<file path="src/rtl/demux1t4_32_buf.sv">
// demux1t4_32_buf: registered 1-to-4 demultiplexer for DW-bit words.
// One valid/ready input stream is steered by in_sel to one of four
// output channels. Each channel has a one-deep holding register with its
// own valid/ready handshake.
// Optional feature macro: DEMUX1T4_CNT_EN. When it is defined, each
// channel gets a CW-bit counter of completed output transfers, readable
// through cnt_sel/cnt_out. When it is undefined, cnt_out is tied to zero.

module demux1t4_32_buf #(
   parameter int DW = 32,
   parameter int CW = 16
) (
   input  logic          clk,
   input  logic          rst_n,
   input  logic          in_valid,
   output logic          in_ready,
   input  logic [1:0]    in_sel,
   input  logic [DW-1:0] in_data,
   output logic [3:0]    o_valid,
   input  logic [3:0]    o_ready,
   output logic [DW-1:0] o_data0,
   output logic [DW-1:0] o_data1,
   output logic [DW-1:0] o_data2,
   output logic [DW-1:0] o_data3,
   input  logic [1:0]    cnt_sel,
   output logic [CW-1:0] cnt_out
);

   logic [DW-1:0] data_q [4];
   logic [DW-1:0] data_d [4];
   logic [3:0]    vld_q;
   logic [3:0]    vld_d;
   logic [3:0]    acc_s;
   logic [3:0]    drn_s;

   // The addressed channel alone decides readiness; a channel that drains this cycle can refill
   always_comb begin
      in_ready = ~vld_q[in_sel] | o_ready[in_sel];
   end

   // Per-channel accept/drain strobes and next-state of the holding registers
   always_comb begin
      acc_s = 4'b0000;
      drn_s = 4'b0000;
      for (int k = 0; k < 4; k++) begin
         data_d[k] = data_q[k];
         vld_d[k]  = vld_q[k];
         acc_s[k]  = in_valid & in_ready & (in_sel == 2'(k));
         drn_s[k]  = vld_q[k] & o_ready[k];
         if (acc_s[k]) begin
            // Accept wins over drain: a same-cycle drain+fill keeps the channel full
            data_d[k] = in_data;
            vld_d[k]  = 1'b1;
         end else if (drn_s[k]) begin
            vld_d[k]  = 1'b0;
         end else begin
            vld_d[k]  = vld_q[k];
         end
      end
   end

   // Holding registers; reset clears every held word immediately
   always_ff @(posedge clk or negedge rst_n) begin
      if (!rst_n) begin
         for (int k = 0; k < 4; k++) begin
            data_q[k] <= {DW{1'b0}};
         end
         vld_q <= 4'b0000;
      end else begin
         for (int k = 0; k < 4; k++) begin
            data_q[k] <= data_d[k];
         end
         vld_q <= vld_d;
      end
   end

   assign o_valid = vld_q;
   assign o_data0 = data_q[0];
   assign o_data1 = data_q[1];
   assign o_data2 = data_q[2];
   assign o_data3 = data_q[3];

`ifdef DEMUX1T4_CNT_EN
   logic [CW-1:0] cnt_q [4];
   logic [CW-1:0] cnt_d [4];

   // Transfer counters advance on each completed output handshake and wrap naturally
   always_comb begin
      for (int k = 0; k < 4; k++) begin
         if (drn_s[k]) begin
            cnt_d[k] = cnt_q[k] + {{(CW-1){1'b0}}, 1'b1};
         end else begin
            cnt_d[k] = cnt_q[k];
         end
      end
   end

   // Counter registers; cleared only by reset
   always_ff @(posedge clk or negedge rst_n) begin
      if (!rst_n) begin
         for (int k = 0; k < 4; k++) begin
            cnt_q[k] <= {CW{1'b0}};
         end
      end else begin
         for (int k = 0; k < 4; k++) begin
            cnt_q[k] <= cnt_d[k];
         end
      end
   end

   // Read-out mux over the counter registers
   always_comb begin
      case (cnt_sel)
         2'd0:    cnt_out = cnt_q[0];
         2'd1:    cnt_out = cnt_q[1];
         2'd2:    cnt_out = cnt_q[2];
         2'd3:    cnt_out = cnt_q[3];
         default: cnt_out = {CW{1'b0}};
      endcase
   end
`else
   logic unused_cnt_s;

   assign unused_cnt_s = ^{cnt_sel, drn_s};
   assign cnt_out      = {CW{1'b0}};
`endif

endmodule

</file>
<file path="config.mk">
export PLATFORM = sky130hd
export DESIGN_NAME = demux1t4_32_buf
export DESIGN_NICKNAME = d
export VERILOG_FILES = /design/src/rtl/demux1t4_32_buf.sv
export SDC_FILE = /design/constraint.sdc
export NUM_CORES = 1
export LEC_CHECK = 0
export BUFFER_PORTS_ARGS = -buffer_cell sky130_fd_sc_hd__buf_4
export CORE_MARGIN = 3
export CORE_UTILIZATION = 48
export DETAILED_ROUTE_END_ITERATION = 7
export PLACE_DENSITY = 0.78
export SYNTH_ARGS = -nofsm -noshare
export SYNTH_HDL_FRONTEND = slang
export SYNTH_SLANG_ARGS = --single-unit
</file>
<file path="constraint.sdc">
create_clock -name clk -period 1.5 [get_ports clk]
set_clock_uncertainty 0.05 [all_clocks]
set_input_delay 0.075 -clock clk [delete_from_list [all_inputs] [get_ports clk]]
set_output_delay 0.075 -clock clk [all_outputs]
set_load 0.01 [all_outputs]
</file>
### Word-level counts from Yosys, hierarchy flattened

Index checks and enable logic that the tools add are counted.

* bits in registers: 132
* bits in latches: 0
* RAM bits: 0
* ROM bits: 0
* bits of input ports: 43
* output and inout port bits: 149
* logic and storage cells: 40
* memories kept: 0

* $add $sub $neg: 0
* multipliers: 0
* div/mod/pow operators: 0
* magnitude comparators: 1
* eq/ne operators: 3
* shifts and indexed selects: 0
* mux-type cells: 12
* bitwise logic cells: 11
* reductions and logical operators: 5

Operators by type and width (count)
* $mux W1: 10
* $and A1 B1 Y1: 9
* $reduce_bool A2 Y1: 4
* $bmux W1 S2: 2
* $eq A2 B2 Y1 const B: 2
* $lt A2 B3 Y1 const B: 1
* $eq A2 B1 Y1 const B: 1
* $logic_not A2 Y1: 1
* $not A1 Y1: 1
* $or A1 B1 Y1: 1

### Depth between registers and ports, before layout

Gate-level depths: netlist of run 1.

* depth in word-level cells: 7
* depth in mapped cells: 6
* depth with buffers taken out: 3

### Worst setup path before layout of run 1

Ideal clock, no wire load.

* path kind: flip-flop to flip-flop
* start point: register vld_q[1] (netlist: o_valid[1])
* end point: register data_q, in the netlist o_data1[10]
* library setup time: 0.125 ns
* data arrival time: 1.299 ns
* required time: 1.325 ns
* slack: 0.026 ns
* cell stages (with the launch flop): 5
* buffers on the path: 1
* path through: dfrtp_1 nand2b_1 nor3b_4 buf_6 mux2_2

* cells in the longest elaborated chain, start to end: 6

RTL lines
* start, declared: line 31 `logic [3:0] vld_q;`
* start signal, assigned: line 73 `vld_q <= vld_d;`
* $bmux W1 S2: line 38 `in_ready = ~vld_q[in_sel] | o_ready[in_sel];`
* $mux W1 (not written as such): line 38
* $not A1 Y1: line 38
* $or A1 B1 Y1: line 38
* $and A1 B1 Y1 (2 in a row): line 48 `acc_s[k] = in_valid & in_ready & (in_sel == 2'(k));`
* end signal, assigned by index: line 66 `data_q[k] <= {DW{1'b0}};`
* end signal, assigned by index: line 71 `data_q[k] <= data_d[k];`
* end, declared: line 29 `logic [DW-1:0] data_q [4];`

Every way passes these cells. The select of a mux whose other input is x is not followed.
A chain may end at the register's enable or synchronous reset.

### Final worst setup path of run 1

* start point: register vld_q[0] (netlist: o_valid[0])
* end point: output in_ready

* cells in the longest elaborated chain, start to end: 4

RTL lines
* $bmux W1 S2: line 38
* $mux W1 (not written as such): line 38
* $not A1 Y1: line 38
* $or A1 B1 Y1: line 38
* end, declared: line 16 `output logic in_ready,`

Every way passes these cells. The select of a mux whose other input is x is not followed.

==> out/metrics.yaml, run 1 <==
sta:
  min_period_ns: 1.75
  finalSetupViolCount: 129
  setup_ws_ns: -0.249
  tns_ns: -10.71
  fmax_ghz: 0.572
  timing.hold.ws_ns: -0.0133
  maxSlewViolCount: 0
  rsz0062_at_grt: "yes"
  hold_violations: 21
  period_share_pct: 117
cts:
  htreeDepth: 4
  cts_tree: "built"
  path_clk_slew_ns: 0.06
  clockBufferDepth: 2
  cts_num_sinks: 132
  worstSkewPairLatency_ns: 0.52
  cts_buffers: 17
  root_buffer: "clkbuf_8"
finish:
  antenna_cells: 0
  utilization_pct: 82.2
  multi_input_area_mm2: 0.00207
  syn2layout_area_growth_pct: 66.3
  fillers: 519
  layout_common_cells: "184 x buf_4, 132 x dfrtp_1, 116 x mux2_4, 40 x dlygate4sd3_1, 24 x clkbuf_16"
  drive_above_1_share_pct: 65.3
  final_common_cell: "buf_4"
  fin_nets: 607
  seqCellArea_mm2: 0.00330
setup_path:
  crit_type: "reg2out"
  endpoint_kind: "primary output"
  crit_fanout: 2
  worstPathArrival_ns: 1.62
  critPathLaunchType: "register"
  required_ns: 1.37
yosys:
  synth.avg_cell_area_um2: 16.6
  synth_compound_area_share_pct: 0.0977
  ys_top_cells_by_area: "dfrtp_1 64%, mux2_2 27%, buf_4 2.3%, buf_6 2.0%, mux2_1 0.88%"
  synth.area.mux_share_pct: 28.6
  synth_warnings: 0
  seq_area_frac_synth_pct: 64.5
  synth_xor_area_share_pct: 0
  ys_ff_latch: 132
  synth_top_area_cell: "dfrtp_1"
  yosysTopAreaCellShare_pct: 64.5
  synth_top_family_by_area: "multiplexers"
  synthCells: 309
  synthSimpleGateAreaFrac_pct: 1.88
  synthesis.area_mm2: 0.00512
  synth_fa_ha_area_share_pct: 0
  synth.distinct_cells: 18
route:
  firstDrtPassIters: 5
  num_vias: 3662
  vias_per_cell: 5.14
  drcViolationCount: 0
  routed_wl_um: 16200
  wire_per_inst_um: 22.7
  drtAntennaViolNets: 0
  drt_iter0_drc: 166
pwr:
  p_leak_nw: 4.22
  irDropWorstVdd_mv: 1.03
  power_density_mw_per_mm2: 1490
grt:
  grt_overflow_total: 0
  track_usage_pct: 23.4
  grt_pass1_wl_um: 20900
  grt_start_max_net_pins: 51
  antenna_found_initial: 0
  grt_pass1_vias: 3835
floorplanning:
  start_util_pct: 49.4
  dieArea_mm2: 0.0119
  ios: 192
  core_area_mm2: 0.0104
  die_w_um: 109
  dieHeight_um: 109
  row_count: 37
placement:
  dp_hpwl_um: 8310
  port_buffers: 173
  globalplace.congestion: 0.790
  place_ws_ns: -0.0360
worst_hold_path:
  hold_path_class: "in2async"
status:
  violations: "negative hold slack, negative setup slack"
  outcome: "complete, but fails checks"
job:
  maxCapViolCount: 0
[flip-flops by register name (all words and copies together) (netlist names)]
name,cells
o_data1,32
o_data2,32
o_data3,32
o_data0,32
o_valid,4
[layout make-up]
| cell class | instances | share of cell area (%) |
|---|---|---|
| multi-input combinational | 161 | 24.3 |
| sequential | 132 | 38.8 |
| timing repair buffer | 252 | 27.3 |
| clock inverter | 13 | 2.41 |
| tap | 136 | 2.00 |
| clock buffer | 19 | 5.18 |
[Yosys cell counts (all sizes together)]
| library cell | instances |
|---|---|
| and3 | 1 |
| buf | 30 |
| clkbuf | 1 |
| conb | 1 |
| dfrtp | 132 |
| mux2 | 128 |
| mux4 | 1 |
| nand2 | 5 |
| nand2b | 4 |
| nand3 | 1 |
| nand3b | 1 |
| nor2b | 2 |
| nor3b | 1 |
| o21ai | 1 |
[per-stage QoR]
stage / cells / power (mW) / area (um^2)
after detailed placement: 615 / 7.49 / 6620
after global routing: 713 / 13.2 / 8520
after CTS: 702 / 12.2 / 8000
after floorplan: 324 / 5.87 / 5180
final: 713 / 12.7 / 8520
after global placement: 615 / 7.38 / 6620
[repair_timing]
item,CTS,global route
cloned,3,10
setup endpoints to repair,34,135
gates resized for setup,42,94
pin swaps,0,1
hold buffers,42,0
endpoints found under the hold margin,264,0
setup buffers,10,7
[worst max-delay path, cell delays in order, from the launching register on]
cell and delay (ns):
dfrtp_1 0.37, nand2b_1 0.11, mux4_2 0.49, buf_6 0.14
[layer usage]
layer  wire (um)  GRT usage (%)
met4         340           8.01
met5           0              0
met1        6480           28.1
met3        1050           7.69
met2        8290           39.8
[cells by family (layout without fill, tap and decap cells)]
kind of cell,Yosys count,count (layout)
other cells,1,16
compound gates,1,1
simple gates,15,15
buf+inv,31,284
flops,132,132
mux,129,129
[final timing paths]
check | from | to | slack (ns) | depth (start not counted)
worst min-delay path | rst_n | o_data3[13] | -0.01 | 2
worst max-delay path | o_valid[0] | in_ready | -0.25 | 3
worst min register to register | o_data0[17] | o_data0[17] | 0.46 | 1
max in group asynchronous | rst_n | o_data3[4] | 0.76 | 3
worst max register to register | o_valid[1] | o_data1[12] | -0.18 | 6
min in group clk | o_ready[3] | o_valid[3] | 0.06 | 6
[power by group]
group | internal (mW) | switching, mW | total [mW]
Combinational | 2.10 | 1.30 | 3.40
Sequential | 4.31 | 0.501 | 4.81
Clock | 2.95 | 1.54 | 4.49
Total | 9.36 | 3.34 | 12.7
Note: power is estimated with default switching activity, not from simulation.
==> run 2: changes to the inputs <==
clock period = 1.65 ns   (was 1.5 ns; I/O delays follow)
==> run 2 against run 1 <==
The flow finishes with violations (negative setup slack). Non-clock buffer count shrank 21. First-iteration DRC count shrank 47%. Sequential power shrank 11%. Sequential cell count is the same. Global-route usage shrank 2.3 points. Clock power shrank 21%. Utilization shrank 8.8 points. Wire length shrank 25%. Design area shrank 11%. Critical endpoint unchanged. Critical path depth is the same. Largest cell class unchanged. Worst setup slack gained 0.18 ns.
==> out/metrics.yaml, run 2 (synthesized netlist as in run 1, its figures left out) <==
finish:
  layout_common_cells: "182 x buf_4, 132 x dfrtp_1, 124 x mux2_2, 41 x dlygate4sd3_1"
  stdcell_count: 692  # -2.9%
  antenna_cells: 0  # unchanged
  drive_above_1_share_pct: 62.8  # -2.6 points
  final_common_cell: "buf_4"
  syn2layout_area_growth_pct: 48.5
  fin_nets: 586  # -3.5%
  utilization_pct: 73.4  # -8.8 points
sta:
  maxSlewViolCount: 0  # unchanged
  hold_violations: 0  # -100%
  setup_ws_ns: -0.0715  # +0.178 ns
  min_period_ns: 1.72
  period_share_pct: 104
  finalSetupViolCount: 1  # -99%
  fmax_ghz: 0.581
  rsz0062_at_grt: "yes"
  tns_ns: -0.0715  # +10.64 ns
cts:
  worstSkewPairLatency_ns: 0.51  # about the same
  cts_tree: "built"
  cts_num_sinks: 132  # unchanged
  root_buffer: "clkbuf_8"
  htreeDepth: 4  # unchanged
  cts_buffers: 17  # unchanged
  clockBufferDepth: 2  # unchanged
  path_clk_slew_ns: 0.06  # about the same
placement:
  port_buffers: 173  # unchanged
  globalplace.congestion: 0.727  # -7.9%
  post-place-cells: 613  # -0.33%
  dp_hpwl_um: 8160  # -1.9%
pwr:
  power_mw: 10.4  # -18%
  irDropWorstVdd_mv: 1.06  # +3.0%
  p_leak_nw: 3.56  # -16%
  power_density_mw_per_mm2: 1360  # -8.6%
setup_path:
  r2r_cells: 4  # -2
  worstPathArrival_ns: 1.59  # -0.03 ns
  cp_cell_sequence: "nand2b_1, mux4_2, buf_6"
  max_stage_delay_ns: 0.48  # about the same
  r2r_end: "o_data1[5]"
  crit_fanout: 3  # +1
  cp_slowest_cell: "mux4_2"
  reg2reg_slack_ns: 0.08  # +0.26 ns
  critPathLaunchType: "register"
  crit_type: "reg2out"
  endpoint_kind: "primary output"
  required_ns: 1.52  # +0.15 ns
  r2r-start: "o_valid[1]"
floorplanning:
  ios: 192  # unchanged
  core_area_mm2: 0.0104  # unchanged
  start_util_pct: 49.4  # unchanged
  row_count: 37  # unchanged
  dieArea_mm2: 0.0119  # unchanged
  die_w_um: 109  # unchanged
  dieHeight_um: 109  # unchanged
status:
  outcome: "complete, but fails checks"
  violations: "negative setup slack"
route:
  firstDrtPassIters: 4  # -1
  drcViolationCount: 0  # unchanged
  num_vias: 3345  # -8.7%
  drt_iter0_drc: 88  # -47%
  wire_per_inst_um: 17.6  # -23%
  routed_wl_um: 12200  # -25%
  drtAntennaViolNets: 0  # unchanged
  vias_per_cell: 4.83  # -5.9%
grt:
  grt_pass1_vias: 3648  # -4.9%
  grt_overflow_total: 0  # unchanged
  antenna_found_initial: 0  # unchanged
  grt_pass1_wl_um: 18900  # -9.4%
  grt_start_max_net_pins: 48  # -5.9%
  track_usage_pct: 21.1  # -2.3 points
worst_hold_path:
  hold_path_class: "in2async"
job:
  maxCapViolCount: 0  # unchanged
==> run 2: metrics by stage <==
stage | area [um^2] | setup WS [ns] | hold WS [ns]
after floorplan | 5180 | 0.176 | -0.263
after global placement | 6580 | 0.150 | 0.0219
after detailed placement | 6580 | 0.0924 | 0.0352
after CTS | 7590 | -0.0983 | 0.0501
after global routing | 7610 | -0.152 | 0.0778
final | 7610 | -0.0715 | 0.0547
==> run 2: timing repair <==
action,4_1_cts,5_1_grt
hold buffers,41,0
hold endpoints to repair,264,0
setup endpoints to repair,1,2
gates resized for setup,1,0
pin swaps,0,0
buffers inserted,4,2
gates cloned,0,0
==> run 2: routing by layer <==
layer	vias to the layer above	share of wire, %	wire length [um]	GRT usage, %
met3	12	6.9	837	6.99
li1	1520	-	-	-
met2	115	53	6400	36.4
met4	0	1.3	161	7.66
met1	1698	39	4760	24.6
met5	-	0	0	0
==> run 2: critical path: cells and delay by family (launching register included) <==
family	cells	cell delay [ns]
multiplexers	1	0.48
flip-flops	1	0.36
buffers and inverters	1	0.14
AND/OR/NAND/NOR	1	0.10
==> run 2: area by class of cell <==
type,count,area [um^2]
Timing Repair Buffer,231,1930
Tap cell,136,170
Clock buffer,25,504
Clock inverter,7,70.1
Sequential cell,132,3300
Fill cell,654,2760
Multi-Input combinational cell,161,1630
==> run 2: power by group <==
group	internal (mW)	switching, mW
logic	1.49	1.05
clock network	2.23	1.30
registers	3.91	0.369
==> run 2: worst max path at each step <==
stage / end / from / slack, ns
finish: in_ready / o_valid[1] / -0.07
global route: in_ready / o_valid[1] / -0.15
CTS: in_ready / o_valid[0] / -0.1
detailed placement: o_data1[5] / o_valid[1] / 0.09
global placement: o_data1[29] / o_valid[1] / 0.15
floorplan: o_data1[10] / o_valid[1] / 0.18
==> run 3: changes to the inputs <==
ABC_AREA = 1   (was default)
PLACE_DENSITY = 0.77   (was 0.78)
==> run 3 against run 2 <==
The run now ends clean. Worst setup slack better by 0.22 ns. Utilization is 2.2 points lower. Global-route usage is 7.3 points higher. Count of clock-buffer cells in the layout is 4 lower. Clock power is 21% higher. Wire length is 53% higher. Critical path depth is 5 higher. Register-to-register slack better by 0.07 ns. Cell count is 42% higher. Synthesized cell count is 100% higher. Via count is 65% higher. Die area is 11% higher. Largest power group unchanged.
==> out/metrics.yaml, run 3 <==
route:
  vias_per_cell: 5.64  # +17%
  firstDrtPassIters: 5  # +1
  drt_iter0_drc: 650  # +640%
  routed_wl_um: 18600  # +53%
  wire_per_inst_um: 19.0  # +8.2%
  num_vias: 5531  # +65%
  drcViolationCount: 0  # unchanged
  drtAntennaViolNets: 0  # unchanged
sta:
  rsz0062_at_grt: "no"
  maxSlewViolCount: 0  # unchanged
  tns_ns: 0  # +0.0715 ns
  fmax_ghz: 0.668  # +15%
  relSlewSlack_pct: 62.2
  finalSetupViolCount: 0  # -1
  tightest_slew_ns: 0.567
  period_share_pct: 90.7  # -14 points
  min_period_ns: 1.50  # -0.225 ns
  hold_violations: 0  # unchanged
yosys:
  synth.distinct_cells: 19  # +1
  synthArstFlopShare_pct: 100  # unchanged
  yosysTopAreaCellShare_pct: 57.6  # -6.9 points
  seq_area_frac_synth_pct: 57.6  # -6.9 points
  synth.avg_cell_area_um2: 9.20  # -45%
  synth_warnings: 0  # unchanged
  synthTopCellsByCount: "268 x nand2_1, 132 x dfrtp_1, 128 x nand4_1"
  ys_ff_latch: 132  # unchanged
  yosys.cell_count.top_type: "nand2_1"
  ys_top_cells_by_area: "dfrtp_1 58%, nand2_1 18%, nand4_1 14%, buf_4 2.6%, buf_6 2.4%"
  synth_edf_count: 0  # unchanged
  synthCells: 624  # +100%
  synth_ff_type: "dfrtp_1"
  synthesis.area_mm2: 0.00574  # +12%
  synth_top_area_cell: "dfrtp_1"
job:
  maxCapViolCount: 0  # unchanged
grt:
  grt_overflow_total: 0  # unchanged
  grt_start_max_net_pins: 68  # +42%
  grt_pass1_vias: 5428  # +49%
  antenna_found_initial: 0  # unchanged
  grt_pass1_wl_um: 29100  # +54%
  track_usage_pct: 28.4  # +7.3 points
setup_path:
  cp_cell_sequence: "nand2_1, nand2_1, nand2_1, nand2_2, nand2_8, buf_12, nand4_1, nand2_1"
  path_depth: 8  # +5
  required_ns: 1.94  # +0.42 ns
  crit_fanout: 63  # +60
  crit_type: "reg2reg"
  crit_buf_inv: 1  # unchanged
  r2r_cells: 8  # +4
  path_delay_family: "simple AND/OR/NAND/NOR gates"
  critPathLaunchType: "register"
  cp_slowest_cell: "dfrtp_1"
  worstPathArrival_ns: 1.79  # +0.20 ns
  max_stage_delay_ns: 0.40  # -0.08 ns
  cp_common_cell: "nand2_1"
  endpoint_kind: "register"
floorplanning:
  dieHeight_um: 115  # +5.5%
  ios: 192  # unchanged
  die_w_um: 115  # +5.5%
  start_util_pct: 49.6  # +0.21 points
  row_count: 39  # +5.4%
  dieArea_mm2: 0.0133  # +11%
  core_area_mm2: 0.0116  # +12%
placement:
  port_buffers: 173  # unchanged
  dp_hpwl_um: 11500  # +41%
  globalplace.congestion: 0.872  # +20%
cts:
  cts_buffers: 17  # unchanged
  root_buffer: "clkbuf_16"
  clockBufferDepth: 2  # unchanged
  cts_num_sinks: 132  # unchanged
  path_clk_slew_ns: 0.06  # about the same
  htreeDepth: 4  # unchanged
  cts_tree: "built"
  worstSkewPairLatency_ns: 0.41  # -0.10 ns
status:
  outcome: "finished clean"
pwr:
  power_density_mw_per_mm2: 1370  # +0.68%
  p_leak_nw: 4.43  # +24%
  irDropWorstVdd_mv: 0.621  # -42%
finish:
  syn2layout_area_growth_pct: 43.4
  utilization_pct: 71.2  # -2.2 points
  layout_common_cells: "268 x nand2_1, 189 x buf_4, 132 x dfrtp_1, 128 x nand4_1, 38 x dlygate4sd3_1"
  fin_nets: 868  # +48%
  drive_above_1_share_pct: 28.8  # -34 points
  fillers: 850  # +30%
  final_common_cell: "nand2_1"
worst_hold_path:
  hold_path_class: "in2reg"
  hold_path_depth: 5
[run 3: cell types whose count changed after synthesis, sizes merged, moves of 6 or more]
cell	previous run	this run
clkbuf	1	13
nand4	0	128
mux2	128	0
buf	30	58
nand2	5	270
inv	0	7
nand3	1	7
[run 3: repair_timing]
item                                    CTS  global route
gates cloned                              2             0
endpoints found under the hold margin   169             0
hold buffers                             38             0
endpoints found under the setup margin    1             1
gates resized for setup                   1             0
setup buffers                             1             6
pin swaps                                 0             5
[run 3: final timing paths]
kind	start	endpoint	slack (ns)
worst max-delay path	o_valid[2]	o_data1[25]	0.15
worst min-delay path	in_sel[1]	o_data1[0]	0.13
worst max register to register	o_valid[2]	o_data1[25]	0.15
worst min register to register	o_data0[14]	o_data0[14]	0.42
max in group asynchronous	rst_n	o_data2[21]	0.74
min in group asynchronous	rst_n	o_data0[26]	0.16
[run 3: cell families after synthesis]
kind of cell / share of synthesized area [%]
AOI/OAI and AO/OA: 0.349
other: 0.0654
and+or+nand+nor: 33.6
DFF: 57.6
buffers and inverters: 8.44
[run 3: through the flow]
| step | cell area (um^2) | hold WS, ns | std cells | worst slack [ns] | total power, mW |
|---|---|---|---|---|---|
| 2_1_floorplan | 5790 | -0.263 | 639 | 0.338 | 5.39 |
| 3_3_place_gp | 7090 | 0.0492 | 903 | 0.269 | 6.79 |
| 3_5_place_dp | 7090 | 0.0659 | 903 | 0.219 | 6.89 |
| 4_1_cts | 8210 | 0.111 | 975 | 0.0390 | 11.3 |
| 5_1_grt | 8230 | 0.130 | 980 | 0.0375 | 11.8 |
| 6_report | 8230 | 0.133 | 981 | 0.153 | 11.3 |
[run 3: report_power, final]
part / internal [mW] / switching, mW / total (mW)
Sequential: 3.88 / 0.417 / 4.30
Clock: 2.90 / 1.38 / 4.28
Combinational: 1.28 / 1.42 / 2.70
[run 3: worst reg2reg max path, stage by stage (launching register included)]
cell and delay [ns]:
dfrtp_1 0.40, nand2_1 0.07, nand2_1 0.06, nand2_1 0.07, nand2_2 0.08, nand2_8 0.12, buf_12 0.26, nand4_1 0.19
nand2_1 0.12
[run 3: cell type report]
type                       instances  area, um^2  area share [%]
sequential                       132        3300            40.1
clock buffer                      21         460            5.59
inverter                           7        26.3           0.319
multi-input combinational        429        2010            24.4
antenna                            1        2.50          0.0304
timing repair buffer             238        2040            24.8
tap                              143         179            2.17
clock inverter                    10         203            2.46
[run 3: routing by layer]
layer,vias up,global-route usage [%],share of wire [%]
met1,2706,36.7,40
met2,292,46.3,49
met3,49,6.00,7.1
li1,2484,-,-
met5,-,0,0
met4,0,12.5,3.3
